## src/rtl/decode_queue.sv

```systemverilog
// RV32I decode queue: instructions are decoded on entry and buffered in a small
// FIFO so issue sees a ready-made operand/immediate record at the head.
module decode_queue #(
    parameter int DEPTH = 4,
    parameter int PTR_W = 2
) (
    input  logic             clk_in,
    input  logic             rst_in,
    input  logic             rdy_in,
    input  logic             flush_in,
    input  logic             in_valid,
    input  logic [31:0]      in_inst,
    input  logic [31:0]      in_pc,
    output logic             in_ready,
    output logic             out_valid,
    input  logic             out_ready,
    output logic [6:0]       out_opcode,
    output logic [2:0]       out_funct3,
    output logic             out_alt,
    output logic [4:0]       out_rd,
    output logic [4:0]       out_rs1,
    output logic [4:0]       out_rs2,
    output logic             out_use_rd,
    output logic             out_use_rs1,
    output logic             out_use_rs2,
    output logic [31:0]      out_imm,
    output logic             out_is_imm,
    output logic             out_is_pc,
    output logic             out_illegal,
    output logic [31:0]      out_pc,
    output logic [PTR_W:0]   count
);

    typedef struct packed {
        logic [6:0]  opcode;
        logic [2:0]  funct3;
        logic        alt;
        logic [4:0]  rd;
        logic [4:0]  rs1;
        logic [4:0]  rs2;
        logic        use_rd;
        logic        use_rs1;
        logic        use_rs2;
        logic [31:0] imm;
        logic        is_imm;
        logic        is_pc;
        logic        illegal;
        logic [31:0] pc;
    } entry_t;

    localparam logic [PTR_W:0] FULL = (PTR_W+1)'(DEPTH);

    entry_t           mem_q [DEPTH];
    entry_t           dec;
    logic [PTR_W-1:0] head_q, head_d, tail_q, tail_d;
    logic [PTR_W:0]   count_q, count_d;
    logic             push, pop;
    logic [31:0]      imm_i, imm_s, imm_b, imm_u, imm_j;

    assign imm_i = {{20{in_inst[31]}}, in_inst[31:20]};
    assign imm_s = {{20{in_inst[31]}}, in_inst[31:25], in_inst[11:7]};
    assign imm_b = {{19{in_inst[31]}}, in_inst[31], in_inst[7], in_inst[30:25], in_inst[11:8], 1'b0};
    assign imm_u = {in_inst[31:12], 12'b0};
    assign imm_j = {{11{in_inst[31]}}, in_inst[31], in_inst[19:12], in_inst[20], in_inst[30:21], 1'b0};

    // Register fields are passed through raw; only flags and imm depend on the class.
    always_comb begin
        dec         = '0;
        dec.opcode  = in_inst[6:0];
        dec.funct3  = in_inst[14:12];
        dec.rd      = in_inst[11:7];
        dec.rs1     = in_inst[19:15];
        dec.rs2     = in_inst[24:20];
        dec.pc      = in_pc;
        case (in_inst[6:0])
            7'b0110011: begin
                dec.use_rd = 1'b1; dec.use_rs1 = 1'b1; dec.use_rs2 = 1'b1;
                dec.alt    = in_inst[30];
            end
            7'b0010011: begin
                dec.use_rd = 1'b1; dec.use_rs1 = 1'b1; dec.is_imm = 1'b1;
                dec.imm    = imm_i;
                dec.alt    = (in_inst[14:12] == 3'b101) ? in_inst[30] : 1'b0;
            end
            7'b0000011: begin
                dec.use_rd = 1'b1; dec.use_rs1 = 1'b1; dec.is_imm = 1'b1;
                dec.imm    = imm_i;
            end
            7'b0100011: begin
                dec.use_rs1 = 1'b1; dec.use_rs2 = 1'b1; dec.is_imm = 1'b1;
                dec.imm     = imm_s;
            end
            7'b1100011: begin
                dec.use_rs1 = 1'b1; dec.use_rs2 = 1'b1;
                dec.imm     = imm_b;
            end
            7'b0110111: begin
                dec.use_rd = 1'b1; dec.is_imm = 1'b1;
                dec.imm    = imm_u;
            end
            7'b0010111: begin
                dec.use_rd = 1'b1; dec.is_imm = 1'b1; dec.is_pc = 1'b1;
                dec.imm    = imm_u;
            end
            7'b1101111: begin
                dec.use_rd = 1'b1; dec.is_imm = 1'b1; dec.is_pc = 1'b1;
                dec.imm    = imm_j;
            end
            7'b1100111: begin
                if (in_inst[14:12] == 3'b000) begin
                    dec.use_rd = 1'b1; dec.use_rs1 = 1'b1; dec.is_imm = 1'b1;
                    dec.imm    = imm_i;
                end else begin
                    dec.illegal = 1'b1;
                end
            end
            default: dec.illegal = 1'b1;
        endcase
        if (in_inst[11:7] == 5'd0) dec.use_rd = 1'b0;
    end

    assign in_ready  = (count_q < FULL);
    assign out_valid = (count_q != '0);
    assign push      = rdy_in && in_valid && in_ready && !flush_in;
    assign pop       = rdy_in && out_valid && out_ready && !flush_in;

    always_comb begin
        head_d  = pop  ? head_q + PTR_W'(1) : head_q;
        tail_d  = push ? tail_q + PTR_W'(1) : tail_q;
        count_d = count_q;
        if (push && !pop) count_d = count_q + (PTR_W+1)'(1);
        if (pop && !push) count_d = count_q - (PTR_W+1)'(1);
    end

    // Flush only takes effect while enabled; reset wins over everything.
    always_ff @(posedge clk_in) begin
        if (rst_in) begin
            head_q  <= '0;
            tail_q  <= '0;
            count_q <= '0;
        end else if (rdy_in) begin
            if (flush_in) begin
                head_q  <= '0;
                tail_q  <= '0;
                count_q <= '0;
            end else begin
                head_q  <= head_d;
                tail_q  <= tail_d;
                count_q <= count_d;
            end
        end
    end

    always_ff @(posedge clk_in) begin
        if (push && !rst_in) mem_q[tail_q] <= dec;
    end

    assign out_opcode  = mem_q[head_q].opcode;
    assign out_funct3  = mem_q[head_q].funct3;
    assign out_alt     = mem_q[head_q].alt;
    assign out_rd      = mem_q[head_q].rd;
    assign out_rs1     = mem_q[head_q].rs1;
    assign out_rs2     = mem_q[head_q].rs2;
    assign out_use_rd  = mem_q[head_q].use_rd;
    assign out_use_rs1 = mem_q[head_q].use_rs1;
    assign out_use_rs2 = mem_q[head_q].use_rs2;
    assign out_imm     = mem_q[head_q].imm;
    assign out_is_imm  = mem_q[head_q].is_imm;
    assign out_is_pc   = mem_q[head_q].is_pc;
    assign out_illegal = mem_q[head_q].illegal;
    assign out_pc      = mem_q[head_q].pc;
    assign count       = count_q;

endmodule
```

## config.mk

```make
export PLATFORM = sky130hd
export DESIGN_NAME = decode_queue
export DESIGN_NICKNAME = d
export VERILOG_FILES = /design/src/rtl/decode_queue.sv
export SDC_FILE = /design/constraint.sdc
export NUM_CORES = 1
export LEC_CHECK = 0
export BUFFER_PORTS_ARGS = -buffer_cell sky130_fd_sc_hd__buf_2
export CORE_ASPECT_RATIO = 0.75
export CORE_MARGIN = 2
export CORE_UTILIZATION = 50
export DETAILED_ROUTE_END_ITERATION = 8
export GPL_TIMING_DRIVEN = 0
export PLACE_DENSITY_LB_ADDON = 0.3
export SLEW_MARGIN = 5
export SYNTH_ARGS = -nofsm -noshare
export SYNTH_HDL_FRONTEND = slang
export SYNTH_SLANG_ARGS = --single-unit
```

## constraint.sdc

```tcl
create_clock -name clk_in -period 5.45 [get_ports clk_in]
set_input_delay 0.545 -clock clk_in [delete_from_list [all_inputs] [get_ports clk_in]]
set_output_delay 0.545 -clock clk_in [all_outputs]
set_load 0.1 [all_outputs]
```

==> flow_summary_export.csv, run 1 <==
group,metric,value,unit
clocking,clk_transition_reported_paths,0.06,ns
placed_design,pre_cts_ws,2.564,ns
sta,finClkSkew,0.02075,ns
layout,syn2layout_area_growth,17.51,%
drt,routed_wl,29640,um
yosys,synth_async_sr_flop_share,0,%
floorplanning,io_pins,171,
power,comb_power_share,3.9,%
sta,fmax,294.7,MHz
power,p_leak,6.272,nW
power,vdd_drop_max,0.0002436,V
clocking,cts-resized-gates,0,
critical_path,startpoint_type,"register",
sta,finalWorstSetupSlack,2.056,ns
drt,antenna_left,0,
critical_path,cp-end-kind,"output pin",
floorplanning,initial_core_util,51.08,%
sta,slew_violations,0,
floorplanning,design.core.area,29260,um2
critical_path,r2r_start,"count[2]",
grt,grt_pass1_wl,44970,um
yosys,syn_inst,651,
hold_path,hp-start,"in_pc[1]",
placed_design,gp_congestion,0.8278,
sta,holdWs,0.2236,ns
power,powerDensity,342.2,nW/um2
power,p_seq_share,55.3,%
drt,vias_per_cell,5.681,
critical_path,path_max_fanout,10,
drt,drt_iter0_markers,562,
drt,wl_per_cell,23.14,um
clocking,cts_tree,"yes",
clocking,clkLatencyLatePin,0.54,ns
placed_design,placed_area,16420,um2
layout,fin_area,17560,um2
grt,grt_max_degree,50,
sta,finalCritPeriodShare,62.27,%
critical_path,worst-endpoint-arrival,2.85,ns
grt,globalRoute.totalOverflow,0,
placed_design,hpwl,18430,um
layout,num_antenna_cells,0,
critical_path,worst_ep_required_time,4.91,ns
floorplanning,rows,54,
sta,rsz0062_at_grt,"no",
power,swShare,20.73,%
layout,fin_nets,939,
drt,firstDrtPassIters,5,
grt,grt_pass1_vias,7441,
grt,antenna_found_initial,0,
sta,fin_tns_setup,0,ns
clocking,ctsRootBufferMaster,"clkbuf_16",
yosys,synth.avg_cell_area,22.96,um2
sta,min_period,3.394,ns
power,clock_power_share,40.9,%
sta,hold_violations,0,
yosys,yosysSeqAreaShare,78.37,%
floorplanning,fp.dieH,153.7,um
clocking,clockBufferDepth,3,
sta,setup_violations,0,
grt,grt.total_usage,19.32,%
flow_run,maxCapViolations,0,
clocking,holdBufCountCts,0,
floorplanning,die-area,31300,um2
power,p_int,4.763,mW
placed_design,portBuffers,168,
yosys,ys_types,49,
yosys,synth_seq_cells,393,
power,finalPower,6.009,mW
run_status,status,"finished, final reports clean",
sta,worst_pin_slew,0.8348,ns
yosys,ys.flop_type,"edfxtp_1",
drt,route.vias.total,7278,
yosys,yosysWarnings,0,
yosys,netlist_area,14940,um2
hold_path,hold_path.class,"input port to register",
floorplanning,fp.dieW,203.6,um
clocking,cts_sinks,393,
power,p_sw,1.246,mW
clocking,h-tree-depth,2,
sta,maxSlewHeadroom,44.35,%
drt,drc,0,
yosys,synth_nets,726,
clocking,post_cts_buffers,0,
layout,drive_gt1_share,39.82,%
clocking,cts_buffers,38,
yosys,synth-edff-count,384,
critical_path,worstSetupPathType,"register to output pin",
==> synth_stat cells, types with 2 or more instances <==
library cell / instances / area, um2
a21oi_1: 4 / 20.02
nand2b_1: 5 / 31.28
mux4_2: 96 / 2162
o21ai_0: 2 / 10.01
nand3b_1: 3 / 22.52
a21o_1: 22 / 165.2
and3_1: 3 / 18.77
a22o_1: 4 / 35.03
buf_2: 15 / 75.07
edfxtp_1: 384 / 11530
nor2_1: 8 / 30.03
nand3_1: 5 / 25.02
and2b_1: 2 / 15.01
nand2_1: 9 / 33.78
xnor2_1: 2 / 17.52
dfxtp_1: 9 / 180.2
o21a_1: 2 / 15.01
inv_1: 7 / 26.28
clkbuf_1: 8 / 30.03
and2_1: 11 / 68.82
ha_1: 5 / 62.56
or3_1: 2 / 12.51
a31oi_1: 5 / 31.28
buf_4: 8 / 60.06
nor3_1: 6 / 30.03
==> metal layers <==
metal,vias to the layer above,track usage [%],routed length [um]
met5,-,0,0
met4,0,5.422,601
met3,47,5.150,2399
met2,246,29.67,13660
met1,3804,27.65,12990
li1,3181,-,-
==> flip-flops by register name (all words and copies together), names as in the netlist, named ones only <==
name    count
head_q      2
mem_q     384
tail_q      2
count       3
==> cells by family (layout without fill, tap and decap cells) <==
group,count (synthesis),after routing,synth area share [%]
AND/OR/NAND/NOR,63,63,2.671
adder cells (fa/ha/maj),5,5,0.4186
XOR/XNOR,3,3,0.1759
buffers and inverters,38,276,1.281
AO/OA/AOI/OAI,52,52,2.554
flip-flops,393,393,78.37
multiplexers,97,97,14.53
==> area by class of cell <==
type | count | area, um2
plain buffers | 31 | 165.2
inverters | 7 | 26.28
flip-flops and latches | 393 | 11710
well taps | 392 | 490.5
multi-input cells | 220 | 3052
clock inverters | 25 | 165.2
fillers | 2098 | 11700
clock buffers | 40 | 979.7
repair buffers | 173 | 970.9
==> cell usage in the layout, fill, tap and decap left out, types with 5 or more instances in the layout <==
cell type and count:
a21o_1 22, a31oi_1 5, and2_1 7, buf_2 183
buf_4 8, clkbuf_1 9, clkbuf_16 39, clkinv_1 13
clkinv_2 8, dfxtp_1 9, edfxtp_1 384, ha_1 5
inv_1 7, mux4_2 96, nand2_1 9, nand2b_1 5
nand3_1 5, nor2_1 8, nor3_1 6
==> metrics by stage <==
stage                     std cells  utilization (%)
after global routing           1281            60.02
after detailed placement       1216            56.11
after CTS                      1281            60.02
after floorplan                 651                -
final                          1281            60.02
after global placement         1211            55.63
==> final timing paths <==
check                end  slack (ns)  depth (start not counted)
max           out_rs2[0]        2.06                          5
min          mem_q[0][1]        0.22                          1
max reg2reg  mem_q[3][3]        3.00                          4
min reg2reg    head_q[1]        0.50                          2
==> power groups by stage <==
stage               sequential [mW]  clock [mW]  combinational (mW)
CTS                            3.32        2.51               0.233
detailed placement             3.39           0               0.232
floorplan                      3.39           0               0.145
finish                         3.32        2.46               0.232
global route                   3.32        2.63               0.246
global placement               3.39           0               0.224
==> worst max-delay path, cell delays in order (launching register included) <==
cell      delay (ns)
dfxtp_1         0.31
buf_2           0.22
clkbuf_1        0.59
buf_2           0.43
mux4_2          0.31
buf_2           0.44
Power figures use the tool's default switching activity.
==> run 2: changes to the inputs <==
Clock period 5.45 ns to 2.9 ns, I/O delays scaled along.
==> flow_summary_export.csv, run 2 (synthesis results as in run 1) <==
group,metric,value,unit
sta,rsz0062_at_grt,"no",
power,vdd_drop_max,0.0005275,V
critical_path,startpoint_type,"register",
drt,wl_per_cell,22.51,um
flow_run,maxCapViolations,0,
layout,fin_nets,980,
critical_path,worst_ep_required_time,2.61,ns
sta,hold_violations,0,
placed_design,portBuffers,168,
floorplanning,initial_core_util,51.08,%
clocking,cts_tree,"yes",
drt,firstDrtPassIters,5,
sta,fin_tns_setup,0,ns
clocking,clockBufferDepth,3,
floorplanning,die-area,31300,um2
floorplanning,fp.dieW,203.6,um
drt,routed_wl,29870,um
layout,largest_register_ff_count,384,
clocking,h-tree-depth,2,
drt,drc,0,
floorplanning,io_pins,171,
sta,setup_violations,0,
drt,drt_iter0_markers,631,
placed_design,hpwl,18710,um
grt,grt_pass1_wl,45930,um
critical_path,path_max_fanout,10,
power,finalPower,11.64,mW
clocking,clkLatencyLatePin,0.53,ns
grt,grt_max_degree,41,
layout,regMostFlops,"mem_q",
clocking,clk_transition_reported_paths,0.06,ns
critical_path,worstSetupPathType,"register to output pin",
floorplanning,fp.dieH,153.7,um
layout,fin_util,61.97,%
floorplanning,rows,54,
grt,grt_pass1_vias,7559,
grt,globalRoute.totalOverflow,0,
layout,n_fill_cell,2051,
grt,antenna_found_initial,2,
clocking,cts_sinks,393,
drt,antenna_left,0,
sta,worst_pin_slew,0.7115,ns
layout,fin_area,18130,um2
sta,fmax,361.8,MHz
power,p_leak,6.504,nW
critical_path,cp-end-kind,"output pin",
placed_design,gp_congestion,0.7966,
floorplanning,design.core.area,29260,um2
clocking,ctsRootBufferMaster,"clkbuf_16",
critical_path,reg2regPathDepth,5,
sta,min_period,2.764,ns
sta,finalCritPeriodShare,95.32,%
hold_path,hold_path.class,"input port to register",
sta,slew_violations,0,
drt,route.vias.total,7415,
critical_path,worst-endpoint-arrival,2.47,ns
layout,multi_input_area,3052,um2
hold_path,hold_depth,1,
placed_design,placed_area,16480,um2
drt,vias_per_cell,5.588,
layout,final_cell_mix,"edfxtp_1 (384), buf_2 (177), mux4_2 (96)",
layout,layout.cells.most_common,"edfxtp_1",
sta,finClkSkew,0.01015,ns
layout,syn2layout_area_growth,21.32,%
layout,area.sequential,11710,um2
layout,drive_gt1_share,38.44,%
clocking,cts_buffers,39,
run_status,status,"finished, final reports clean",
grt,grt.total_usage,19.65,%
clocking,post_cts_buffers,0,
power,powerDensity,641.9,nW/um2
sta,maxSlewHeadroom,52.56,%
## run 2: changes by cell type in the layout (fill, tap and decap cells not counted), sizes merged
cell         delta
dlygate4sd3    +37
clkbuf         +15
diode           +1
buf             -3
inv             -1
bufinv          +2
clkinv          -5
## run 2: power by group
part	leakage, nW	internal, mW	switching, mW
logic	2.11	0.140	0.337
clock network	0.611	2.93	1.99
registers	3.79	6.24	0.00761
total	6.50	9.30	2.33
## run 2: metal layers
layer	wire (um)	vias up	share of wire, %	track usage, %
met4	478	2	1.6	4.553
met2	14110	224	47	30.50
li1	-	3275	-	-
met1	13190	3871	44	28.75
met3	2072	43	6.9	4.557
met5	17	-	0.057	0
## run 2: what timing repair did
item,CTS,global route
hold endpoints to repair,148,0
setup endpoints to repair,40,40
gates resized for setup,1,11
hold buffers,37,0
## run 2: layout make-up
| cell class | count | share of cell area [%] |
|---|---|---|
| multi-input cells | 220 | 16.83 |
| diodes | 1 | 0.01380 |
| inverters | 7 | 0.1449 |
| well taps | 392 | 2.705 |
| flip-flops and latches | 393 | 64.60 |
| repair buffers | 213 | 7.812 |
| clock inverters | 21 | 1.077 |
| plain buffers | 31 | 0.9938 |
| clock buffers | 49 | 5.825 |
## run 2: worst max-delay path, cell delays in order, from the launching register on
cell and delay (ns):
dfxtp_1 0.31, buf_2 0.25, clkbuf_4 0.32, buf_2 0.34, mux4_2 0.42, clkbuf_4 0.31
## run 2: final timing paths
kind | startpoint | slack [ns] | endpoint
max reg2reg | count[2] | 0.51 | mem_q[0][64]
max | register | 0.14 | out_rs2[0]
min reg2reg | head_q[1] | 0.50 | head_q[1]
min | in_inst[17] | 0.02 | mem_q[1][77]
## run 2: through the flow
stage / instances / worst slack, ns / hold slack, ns
3_5_place_dp: 1219 / 0.2661 / 0.4916
3_3_place_gp: 1211 / -0.7162 / 0.4936
2_1_floorplan: 651 / -0.04182 / 0.3889
5_1_grt: 1326 / 0.01555 / 0.007682
4_1_cts: 1326 / 0.001945 / 0.0001060
6_report: 1327 / 0.1358 / 0.02003
